--- config.mk ---
export PLATFORM = sky130hd
export DESIGN_NAME = core_if
export DESIGN_NICKNAME = d
export VERILOG_FILES = /design/src/rtl/core_if_pkg.sv /design/src/rtl/core_if_fifo.sv /design/src/rtl/core_if.sv
export SDC_FILE = /design/constraint.sdc
export NUM_CORES = 1
export LEC_CHECK = 0
export CAP_MARGIN = 20
export CORE_AREA = 8 8 138 140
export CTS_BUF_LIST = sky130_fd_sc_hd__clkbuf_8 sky130_fd_sc_hd__clkbuf_16
export DETAILED_ROUTE_END_ITERATION = 16
export DIE_AREA = 0 0 146 148
export HOLD_SLACK_MARGIN = 0.12
export PLACE_DENSITY = 0.8
export SLEW_MARGIN = 20
export SYNTH_ARGS = -nofsm -noshare
export SYNTH_HDL_FRONTEND = slang
export SYNTH_HIERARCHICAL = 1
export SYNTH_SLANG_ARGS = --single-unit
export TNS_END_PERCENT = 1
--- constraint.sdc ---
create_clock -name clk -period 6.65 [get_ports clk]
set_input_delay 1.33 -clock clk [delete_from_list [all_inputs] [get_ports clk]]
set_output_delay 1.33 -clock clk [all_outputs]
set_load 0.05 [all_outputs]
--- src/rtl/core_if_pkg.sv ---
// rtl/core_if_pkg.sv - shared constants, state encoding and entry layout for the fetch stage
package core_if_pkg;

    localparam logic [31:0] INST_NOP         = 32'h0000_0013;
    localparam logic [31:0] ZERO_WORD        = 32'h0000_0000;
    localparam logic [31:0] RESET_PC_DEFAULT = 32'h0000_0000;

    typedef enum logic [1:0] {
        IF_IDLE  = 2'd0,
        IF_FETCH = 2'd1,
        IF_DROP  = 2'd2
    } if_state_e;

    typedef struct packed {
        logic [31:0] addr;
        logic [31:0] inst;
    } fetch_entry_t;

    // Fetches are word-aligned; low address bits of a redirect target are ignored.
    function automatic logic [31:0] align_word(input logic [31:0] a);
        return a & 32'hFFFF_FFFC;
    endfunction

endpackage

--- src/rtl/core_if_fifo.sv ---
// rtl/core_if_fifo.sv - synchronous prefetch FIFO with flush, push/pop and occupancy count
//
// Ports:
//   clk, rst                 clock, asynchronous active-high reset
//   flush_i                  discard all entries (wins over push)
//   push_i, push_data_i      write one entry
//   pop_i                    drop the head entry
//   head_o                   head entry (valid when count_o != 0)
//   count_o                  number of stored entries
module core_if_fifo #(
    parameter int WIDTH = 64,
    parameter int DEPTH = 2
) (
    input  logic                       clk,
    input  logic                       rst,
    input  logic                       flush_i,
    input  logic                       push_i,
    input  logic [WIDTH-1:0]           push_data_i,
    input  logic                       pop_i,
    output logic [WIDTH-1:0]           head_o,
    output logic [$clog2(DEPTH):0]     count_o
);

    localparam int AW = $clog2(DEPTH);
    localparam int CW = AW + 1;

    logic [WIDTH-1:0] mem_q [DEPTH];
    logic [AW-1:0]    wr_ptr_q, wr_ptr_d;
    logic [AW-1:0]    rd_ptr_q, rd_ptr_d;
    logic [CW-1:0]    count_q, count_d;
    logic             do_push;
    logic             do_pop;

    assign do_push = push_i && !flush_i;
    assign do_pop  = pop_i && (count_q != '0);

    always_comb begin
        wr_ptr_d = wr_ptr_q;
        rd_ptr_d = rd_ptr_q;
        count_d  = count_q;
        if (flush_i) begin
            wr_ptr_d = '0;
            rd_ptr_d = '0;
            count_d  = '0;
        end else begin
            if (do_push) wr_ptr_d = wr_ptr_q + AW'(1);
            if (do_pop)  rd_ptr_d = rd_ptr_q + AW'(1);
            count_d = count_q + CW'(do_push) - CW'(do_pop);
        end
    end

    always_ff @(posedge clk or posedge rst) begin
        if (rst) begin
            wr_ptr_q <= '0;
            rd_ptr_q <= '0;
            count_q  <= '0;
        end else begin
            wr_ptr_q <= wr_ptr_d;
            rd_ptr_q <= rd_ptr_d;
            count_q  <= count_d;
        end
    end

    // Storage needs no reset: entries are only observed while counted.
    always_ff @(posedge clk) begin
        if (do_push) mem_q[wr_ptr_q] <= push_data_i;
    end

    assign head_o  = mem_q[rd_ptr_q];
    assign count_o = count_q;

endmodule

--- src/rtl/core_if.sv ---
// rtl/core_if.sv - instruction fetch stage: PC, memory req/ack fetch, prefetch FIFO, redirect
//
// Optional feature macro: CORE_IF_BYPASS_EN (empty-FIFO ack forwarded to inst_out same cycle).
//
// Ports:
//   clk, rst                         clock, asynchronous active-high reset
//   jump_en_in, jump_addr_in         redirect from execute
//   mem_req_out, mem_addr_out        registered fetch request and word address
//   mem_ack_in, mem_rdata_in         request accepted, instruction valid this cycle
//   inst_valid_out, inst_ready_in    handshake towards IF/ID
//   inst_out, inst_addr_out          head instruction and its address (NOP/0 when empty)
module core_if
    import core_if_pkg::*;
#(
    parameter logic [31:0] RESET_PC   = RESET_PC_DEFAULT,
    parameter int          FIFO_DEPTH = 2
) (
    input  logic        clk,
    input  logic        rst,
    input  logic        jump_en_in,
    input  logic [31:0] jump_addr_in,
    output logic        mem_req_out,
    output logic [31:0] mem_addr_out,
    input  logic        mem_ack_in,
    input  logic [31:0] mem_rdata_in,
    output logic        inst_valid_out,
    input  logic        inst_ready_in,
    output logic [31:0] inst_out,
    output logic [31:0] inst_addr_out
);

    localparam int            CW      = $clog2(FIFO_DEPTH) + 1;
    localparam logic [CW-1:0] DEPTH_C = CW'(FIFO_DEPTH);

    if_state_e     state_q, state_d;
    logic [31:0]   pc_q, pc_d;
    logic          mem_req_q, mem_req_d;
    logic [31:0]   mem_addr_q, mem_addr_d;

    logic [CW-1:0] fifo_count;
    logic [63:0]   fifo_head_raw;
    fetch_entry_t  fifo_head;
    fetch_entry_t  push_entry;
    logic          fifo_valid;
    logic          push;
    logic          pop;
    logic          bypass;

    assign fifo_head  = fetch_entry_t'(fifo_head_raw);
    assign fifo_valid = (fifo_count != '0);
    assign pop        = fifo_valid && inst_ready_in;
    assign push_entry = '{addr: pc_q, inst: mem_rdata_in};

    always_comb begin
        state_d = state_q;
        pc_d    = pc_q;
        push    = 1'b0;
        bypass  = 1'b0;
        case (state_q)
            IF_IDLE: begin
                if (jump_en_in) begin
                    pc_d    = align_word(jump_addr_in);
                    state_d = IF_FETCH;
                end else if (fifo_count < DEPTH_C) begin
                    state_d = IF_FETCH;
                end
            end
            IF_FETCH: begin
                if (jump_en_in) begin
                    // With a same-cycle ack the returned word is stale and simply not pushed.
                    pc_d    = align_word(jump_addr_in);
                    state_d = mem_ack_in ? IF_FETCH : IF_DROP;
                end else if (mem_ack_in) begin
                    pc_d = pc_q + 32'd4;
`ifdef CORE_IF_BYPASS_EN
                    if (!fifo_valid && inst_ready_in) bypass = 1'b1;
                    else                               push   = 1'b1;
`else
                    push = 1'b1;
`endif
                    state_d = ((fifo_count + CW'(push) - CW'(pop)) < DEPTH_C) ? IF_FETCH : IF_IDLE;
                end
            end
            IF_DROP: begin
                // The stale request stays on the bus until acked; a further jump
                // only retargets the pc. An ack completes the stale request either way.
                if (jump_en_in) pc_d = align_word(jump_addr_in);
                if (mem_ack_in) state_d = IF_FETCH;
            end
            default: state_d = IF_IDLE;
        endcase

        mem_req_d  = (state_d != IF_IDLE);
        mem_addr_d = (state_d == IF_FETCH) ? pc_d : mem_addr_q;
    end

    always_ff @(posedge clk or posedge rst) begin
        if (rst) begin
            state_q    <= IF_IDLE;
            pc_q       <= RESET_PC;
            mem_req_q  <= 1'b0;
            mem_addr_q <= RESET_PC;
        end else begin
            state_q    <= state_d;
            pc_q       <= pc_d;
            mem_req_q  <= mem_req_d;
            mem_addr_q <= mem_addr_d;
        end
    end

    assign mem_req_out  = mem_req_q;
    assign mem_addr_out = mem_addr_q;

    always_comb begin
        inst_valid_out = fifo_valid;
        inst_out       = fifo_valid ? fifo_head.inst : INST_NOP;
        inst_addr_out  = fifo_valid ? fifo_head.addr : ZERO_WORD;
        if (bypass) begin
            inst_valid_out = 1'b1;
            inst_out       = mem_rdata_in;
            inst_addr_out  = pc_q;
        end
    end

    core_if_fifo #(
        .WIDTH (64),
        .DEPTH (FIFO_DEPTH)
    ) u_fifo (
        .clk         (clk),
        .rst         (rst),
        .flush_i     (jump_en_in),
        .push_i      (push),
        .push_data_i (push_entry),
        .pop_i       (pop),
        .head_o      (fifo_head_raw),
        .count_o     (fifo_count)
    );

endmodule
### Word-level counts from Yosys, hierarchy flattened

Memories as Yosys holds them, arrays and structs flattened.
Cells that the tools add are included.

* bits in registers: 71
* bits in writable memories: 128
* output and inout bits: 98
* memories: 1

* equality and inequality tests: 3
* mux-type cells: 24
* $add $sub $neg: 7
* reduce and logical (&&, ||, !) cells: 10
* magnitude comparators: 2

Memories
* u_fifo.mem_q: words 2, bits a word 64, rd ports 1, clocked after Yosys merged registers in 0, wr ports 1, line core_if_fifo.sv:27 `logic [WIDTH-1:0] mem_q [DEPTH];`

Operators by type and width (count)
* two-way mux 32 bit: 5
* case mux 32 bit (2 select lines): 1
* adder 32 x 3 -> 32 bit, second input constant: 1
* two-way mux 2 bit: 7
* two-way mux 1 bit: 10
* nonzero test 2 bit: 4
* case mux 2 bit (3 select lines): 1
* equality test 2 x 1 -> 1 bit, second input constant: 2
* < comparator 2 bit, second input constant: 2
* subtractor 2 x 1 -> 2 bit: 2
* logical AND 1 bit: 3
* adder 1 bit, second input constant: 2
* adder 2 x 1 -> 2 bit: 1
* adder 2 x 1 -> 2 bit, second input constant: 1
* equality test 2 bit, second input constant: 1
* zero test 2 bit: 1
* OR reduction 2 bit: 1
* zero test 1 bit: 1

### Logic depth before layout (Yosys ltp)

Gate-level depths: netlist of run 1.

* depth in word-level cells: 9
* mapped depth: 10

### Cells and area by module

The synthesis of run 1 kept the hierarchy.

Modules (own cells, without submodules)
* core_if_fifo: cells an instance 220, area each 4854.7 um2, instances 1
* core_if: cells an instance 492, area each 4528.1 um2, instances 1

### Least setup slack after synthesis of run 1

Ideal clock, no wire load.

* path kind: input-to-reg
* from: input jump_en_in
* to: memory u_fifo.mem_q[0][0] (enable)
* slack: 1.263 ns
* stages on the path: 6
* data arrival time: 4.901 ns
* cells stage by stage: buf_4 -> or3b_1 -> clkbuf_1 -> nor2_1 -> nand2b_1 -> nor2_1

* longest elaborated chain between the ends: 5

Ends and longest elaborated chain
* start: declaration: line core_if.sv:20 `input logic jump_en_in,`
* two-way mux 1 bit: line core_if.sv:69 `if (jump_en_in) begin`
* two-way mux 1 bit: line core_if.sv:59 `case (state_q)`
* net push: line core_if.sv:45 `logic push;`
* logical AND 1 bit: line core_if_fifo.sv:34 `assign do_push = push_i && !flush_i;`
* two-way mux 1 bit: line core_if_fifo.sv:66 `if (do_push) mem_q[wr_ptr_q] <= push_data_i;`
* two-way mux 1 bit (not written as such): line core_if_fifo.sv:66
* end: declaration: line core_if_fifo.sv:27

The timed path passes the listed nets, and every way through them passes these cells.

==> results of run 1 <==
==> through the flow <==
stage / total power [uW] / area [sq um] / hold WS [ns] / instances
floorplan: 2190 / 9380 / 0.434 / 712
global placement: 2490 / 11100 / 0.447 / 1060
detailed placement: 2520 / 11100 / 0.469 / 1060
CTS: 3550 / 11700 / 0.487 / 1092
global route: 3660 / 11700 / 0.503 / 1092
finish: 3530 / 11700 / 0.484 / 1092
==> flip-flops by register name, summed over array words and instances (netlist names) <==
| register | flops |
|---|---|
| mem_addr_out | 32 |
| mem_req_out | 1 |
| pc_q | 32 |
| state_q | 2 |
| u_fifo/count_o | 2 |
| u_fifo/mem_q | 128 |
| u_fifo/rd_ptr_q | 1 |
| u_fifo/wr_ptr_q | 1 |
==> path summary, 6_finish.rpt <==
| kind | to | slack [ns] |
|---|---|---|
| worst max-delay path | inst_addr_out[15] | 2.48 |
| worst min-delay path | u_fifo/mem_q[1][32]$_DFFE_PP_ | 0.48 |
| max in group asynchronous | pc_q[17]$_DFF_PP0_ | 4.36 |
| min in group asynchronous | u_fifo/wr_ptr_q$_DFFE_PP0P_ | 1.14 |
| worst max register to register | u_fifo/mem_q[0][48]$_DFFE_PP_ | 3.22 |
| worst min register to register | u_fifo/mem_q[1][32]$_DFFE_PP_ | 0.48 |
==> cell families (layout without fill, tap and decap cells) <==
| kind of cell | Yosys count | in the layout |
|---|---|---|
| xor+xnor | 8 | 8 |
| compound gates | 104 | 104 |
| flops | 199 | 199 |
| fa+ha+maj | 3 | 3 |
| mux | 112 | 112 |
| simple gates | 217 | 217 |
| buf+inv | 69 | 224 |
==> placed cells by master, fill, tap and decap left out, types with 4 or more instances in the layout <==
cell type        Yosys  final
nor2b_1              9      9
o22ai_1             12     12
nand4_1             20     20
o32a_1               4      4
clkdlybuf4s50_1      0    163
or2_2                5      5
and3_1               6      6
edfxtp_1           128    128
o221ai_1             6      6
a21oi_1             21     21
a41o_1               4      4
clkinvlp_4           0      4
nand3_1             16     16
nor3_1              10     10
and4_1               5      5
nand2_1             19     19
nor4_1               8      8
and2_1              68     68
mux2i_1              8      8
buf_4                5      8
nor2_1              27     25
xnor2_1              6      6
nand2b_1             6      6
mux2_2             104    104
inv_1               19     18
a31oi_1              4      4
clkbuf_16            0     17
dfrtp_1             71     70
a2bb2oi_1            4      4
o21ai_0             14     14
a31o_2               4      4
==> power breakdown <==
part / internal [uW] / switching, uW / total [uW]
combinational: 335 / 547 / 883
clock: 563 / 467 / 1030
sequential: 1460 / 152 / 1610
==> per-layer routing <==
metal | part of all wire | global-route usage | vias up
met2 | 0.47 | 0.338 | 246
met5 | 0 | 0 | -
met4 | 0.028 | 0.0871 | 0
met3 | 0.061 | 0.0480 | 44
li1 | - | - | 2956
met1 | 0.44 | 0.280 | 3197
==> critical path, stage by stage, from the launching register on <==
cell,delay (ns)
dfrtp_2,0.37
buf_4,0.67
mux2_2,0.45
and2_1,0.15
clkdlybuf4s50_1,0.70
==> area by class of cell <==
class,count,area [sq um]
Timing Repair Buffer,172,1700
Multi-Input combinational cell,444,3430
Inverter,20,75.1
Sequential cell,199,5620
Tap cell,225,282
Clock inverter,15,173
Clock buffer,17,425
Fill cell,1215,5230
==> run metrics, run 1 <==
r2r startpoint state_q[1]$_DFF_PP0_; area of the core 16900 sq um; Post-Synth Simple-Gate Area 0.138; Max VDD drop 201 uV; share of layout cells above drive strength 1 0.198; Final min period 4.17 ns; Clock Path Buffers 2; CP max FO 64; RSZ-0062 raised after global routing no; total CTS buffers 17; CTS Hold Buffers Added 0; setup TNS 0 ns; final net count 926; clk sinks 199; area share of the largest cell type after synthesis 0.410; Crit. End Element primary output; Arr. time, crit path 2.84 ns; ANT cells 0; placement row count 48; Critical Path Start Type register; vias per cell 5.90; postcts setup bufs 0; Seq/Total Area, Yosys 0.599; largest net degree at the start of global routing 67; Main synth FF type edfxtp_1; setup ws final 2.48 ns; worst slack, placed 2.37 ns; Post-synth EDFFs 128; static leakage 0.00419 uW; Final Skew 0.0133 ns; cts repair resizes 0; full die area 21600 sq um; Die Ht 148 microns; Yosys reg bits 199; fin util 0.691; post-synthesis mux area share 0.133; Max Slew Vio Count 0; relative slew slack 0.264; final hold vios 0; post-synth top area cell edfxtp_1; Starting Density 0.554; WHS Path Cells 0; crit share post-route 0.627; Overall Global Routing Usage 0.213; Synth cell types 70; global-route wire length before repair 36300 microns; top-count cell post-synth edfxtp_1; Post-Syn Area per Cell 13.2 sq um; status finished clean; Cell Pwr Density 301 nW/um^2; CTS clock-pin slew for the worst setup and hold paths 0.07 ns; max cap viols 0; Area contributors post-synth edfxtp_1 (41%), dfrtp_1 (19%), mux2_2 (12%); asr flop ratio synth 0.357; Post-Syn Area 9380 sq um; GRT Residual Overflow 0; Post-DRT Antenna Nets 0; Syn Nets 784; Crit Path Class register to primary output; port bufs 164; Crit. Startpoint u_fifo/rd_ptr_q$_DFFE_PP0P_; P&R area growth vs syn 24.8%; Worst Hold Class register to register; Pre-Repair DR Iteration Count 5; WL per Instance 21.0 microns; DP Wirelength 15900 microns; Worst Tran Pin Value 1.10 ns; Compound-Gate Fraction of Synth Area 0.0803; Routability Congestion 0.927; worst hold start pc_q[0]$_DFF_PP0_; WP data required 5.32 ns; R2R depth 5; Post-Route WL 23000 microns; number of setup violations in the final report 0; Yosys warning total 6; Die W 146 microns; io pins 167; Cells after Synth 712; vias in the first global route 6559; Clock Latency Late Sink 0.43 ns; clock tree root driver cell clkbuf_16; First DRT Iteration DRCs 494; Synth top cells by count edfxtp_1 (128), mux2_2 (104), dfrtp_1 (71); antenna violations before repair 0; Achievable Freq 240 MHz; xor/xnor share of the synthesized area 0.00893; post-synthesis adder-cell area fraction 0.00400; Vias 6443; largest family of logic cells by synthesized area simple AND/OR/NAND/NOR gates; DRC 0; TritonCTS clock tree yes; H-tree level count 4
(Power assumes the default switching activity.)
==> inputs of run 2 (changes only) <==
CORE_AREA = 8 8 143 145   (was 8 8 138 140)
DIE_AREA = 0 0 151 153   (was 0 0 146 148)
PLACE_DENSITY = 0.75   (was 0.8)
clock period = 4.15 ns   (was 6.65 ns; I/O delays follow)
==> run 2 against run 1 <==
Combinational power increased by 61%. Cell count increased by 1.6%. Count of clock-buffer cells in the layout unchanged. Worst hold slack got worse by 0.0039 ns. Global-route usage decreased by 1.3 points. Total power increased by 60%. Via count decreased by 0.33%. Register-to-register slack got worse by 1.9 ns. Largest power group unchanged. Setup slack got worse by 1.9 ns.
==> run metrics, run 2 (same netlist as run 1, synthesis figures left out) <==
largest reg by FF count u_fifo/mem_q (unchanged); full die area 23100 sq um (was 21600 sq um); static leakage 0.00425 uW (was 0.00419 uW); DRC 0 (unchanged); Arr. time, crit path 2.75 ns (was 2.84 ns); Multi-input gate area 3430 sq um (unchanged); number of setup violations in the final report 0 (unchanged); Clock Path Buffers 2 (unchanged); antenna violations before repair 0 (unchanged); FF/Latch Area 5620 sq um (unchanged); most frequent cells in the layout clkdlybuf4s50_1 (163), edfxtp_1 (128), mux2_2 (104) (unchanged); Vias 6422 (was 6443); number of flip-flops under the largest register name 128 (unchanged); clock tree root driver cell clkbuf_16 (unchanged); Overall Global Routing Usage 0.200 (was 0.213); R2R depth 6 (was 5); H-tree level count 4 (unchanged); WL per Instance 20.8 microns (was 21.0 microns); io pins 167 (unchanged); crit-path max cell delay 0.82 ns (was 0.70 ns); Cell Area, Placed 11200 sq um (was 11100 sq um); global-route wire length before repair 36500 microns (was 36300 microns); slowest CP cell clkdlybuf4s50_1 (unchanged); Starting Density 0.514 (was 0.554); ANT cells 0 (unchanged); Final Skew 0.00779 ns (was 0.0133 ns); Die W 151 microns (was 146 microns); r2r startpoint state_q[1]$_DFF_PP0_ (unchanged); Post-DRT Antenna Nets 0 (unchanged); largest net degree at the start of global routing 67 (unchanged); TritonCTS clock tree yes (unchanged); vias in the first global route 6622 (was 6559); internal power 3830 uW (was 2360 uW); Critical path destination inst_addr_out[18] (was inst_addr_out[15]); Max Slew Vio Count 0 (unchanged); Crit. End Element primary output (unchanged); Sw Share 0.323 (was 0.331); vias per cell 5.79 (was 5.90); setup ws final 0.570 ns (was 2.48 ns); clk sinks 199 (unchanged); Final min period 3.58 ns; Die Ht 153 microns (was 148 microns); Post-Route WL 23000 microns (about the same); P&R area growth vs syn 25.7% (was 24.8%); crit-path cells or2_2 -> and2_1 -> clkdlybuf4s50_1 (was buf_4 -> mux2_2 -> and2_1 -> clkdlybuf4s50_1); DP Wirelength 16100 microns (was 15900 microns); P_sw 1830 uW (was 1170 uW); design area 11800 sq um (was 11700 sq um); Worst R2R End u_fifo/mem_q[1][40]$_DFFE_PP_ (was u_fifo/mem_q[0][48]$_DFFE_PP_); final net count 934 (was 926); Achievable Freq 279 MHz; worst slack, placed 0.757 ns (was 2.37 ns); final total power 5660 uW (was 3530 uW); relative slew slack 0.342 (was 0.264); placed insts 1077 (was 1060); Clock Latency Late Sink 0.43 ns (about the same); CP max FO 66 (was 64); postcts setup bufs 0 (unchanged); GRT Residual Overflow 0 (unchanged); Critical Path Start Type register (unchanged); post-route insts no fill 1109 (was 1092); max cap viols 0 (unchanged); port bufs 164 (unchanged); commonest non-fill, non-tap cell in the layout clkdlybuf4s50_1 (unchanged); area of the core 18300 sq um (was 16900 sq um); final hold vios 0 (unchanged); Crit. Startpoint u_fifo/count_o[1]$_DFF_PP0_ (was u_fifo/rd_ptr_q$_DFFE_PP0P_); Cell Pwr Density 480 nW/um^2 (was 301 nW/um^2); placement row count 50 (was 48); Routability Congestion 0.885 (was 0.927); RSZ-0062 raised after global routing no (unchanged); CTS clock-pin slew for the worst setup and hold paths 0.07 ns (about the same); CTS Hold Buffers Added 0 (unchanged); cts repair resizes 0 (unchanged); Crit Path Class register to primary output (unchanged); sequential power share 0.458 (about the same); crit share post-route 0.863; total CTS buffers 17 (unchanged); setup TNS 0 ns (unchanged); flop-to-flop setup slack 1.35 ns (was 3.22 ns); Clock Power Share 0.291 (was 0.292); First DRT Iteration DRCs 478 (was 494); Worst Hold Class register to register (unchanged); Comb pwr share 0.252 (was 0.250); share of layout cells above drive strength 1 0.200 (was 0.198); status finished clean (unchanged); Worst Tran Pin Value 0.987 ns (was 1.10 ns); WP data required 3.32 ns (was 5.32 ns); Max VDD drop 419 uV (was 201 uV); number of fill cells 1393 (was 1215); Pre-Repair DR Iteration Count 5 (unchanged)
[run 2: cell type report]
type / count / area share
clock inverters: 15 / 0.0136
clock buffers: 17 / 0.0361
well taps: 234 / 0.0248
repair buffers: 180 / 0.151
multi-input cells: 444 / 0.291
inverters: 20 / 0.00637
flip-flops and latches: 199 / 0.477
[run 2: power by group through the flow]
stage / registers, uW / logic (uW) / clock network, uW
after global routing: 2620 / 1510 / 1750
after global placement: 2610 / 1400 / 0
final: 2590 / 1420 / 1650
after detailed placement: 2620 / 1420 / 0
after CTS: 2590 / 1430 / 1670
after floorplan: 2860 / 649 / 0
[run 2: worst min path at each step]
stage                      start                       endpoint  cells past startpoint
2_1_floorplan  pc_q[0]$_DFF_PP0_  u_fifo/mem_q[0][32]$_DFFE_PP_                      0
3_3_place_gp   pc_q[0]$_DFF_PP0_  u_fifo/mem_q[0][32]$_DFFE_PP_                      0
3_5_place_dp   pc_q[1]$_DFF_PP0_  u_fifo/mem_q[1][33]$_DFFE_PP_                      0
4_1_cts        pc_q[0]$_DFF_PP0_  u_fifo/mem_q[0][32]$_DFFE_PP_                      0
5_1_grt        pc_q[0]$_DFF_PP0_  u_fifo/mem_q[0][32]$_DFFE_PP_                      0
6_report       pc_q[0]$_DFF_PP0_  u_fifo/mem_q[0][32]$_DFFE_PP_                      0
[run 2: critical path, delay by kind of cell, from the launching register on]
family / cells / cell delay, ns
flip-flops: 1 / 0.42
buffers and inverters: 1 / 0.82
AND/OR/NAND/NOR: 2 / 1.07
[run 2: metal layers]
metal | GRT usage | vias up | wire length (microns)
met5 | 0 | - | 0
met4 | 0.0552 | 0 | 283
met3 | 0.0490 | 30 | 1850
met2 | 0.310 | 293 | 10700
met1 | 0.275 | 3127 | 10200
li1 | - | 2972 | -
[run 2: metrics by stage]
| stage | hold slack, ns | util |
|---|---|---|
| after floorplan | 0.434 | - |
| after global placement | 0.448 | 0.613 |
| after detailed placement | 0.467 | 0.613 |
| after CTS | 0.480 | 0.645 |
| after global routing | 0.498 | 0.645 |
| final | 0.480 | 0.645 |
==> inputs of run 3 (changes only) <==
TNS_END_PERCENT = 5   (was 1)
==> results of run 3 <==
Same layout as run 2: the final DEF is identical, and so are final timing and power.
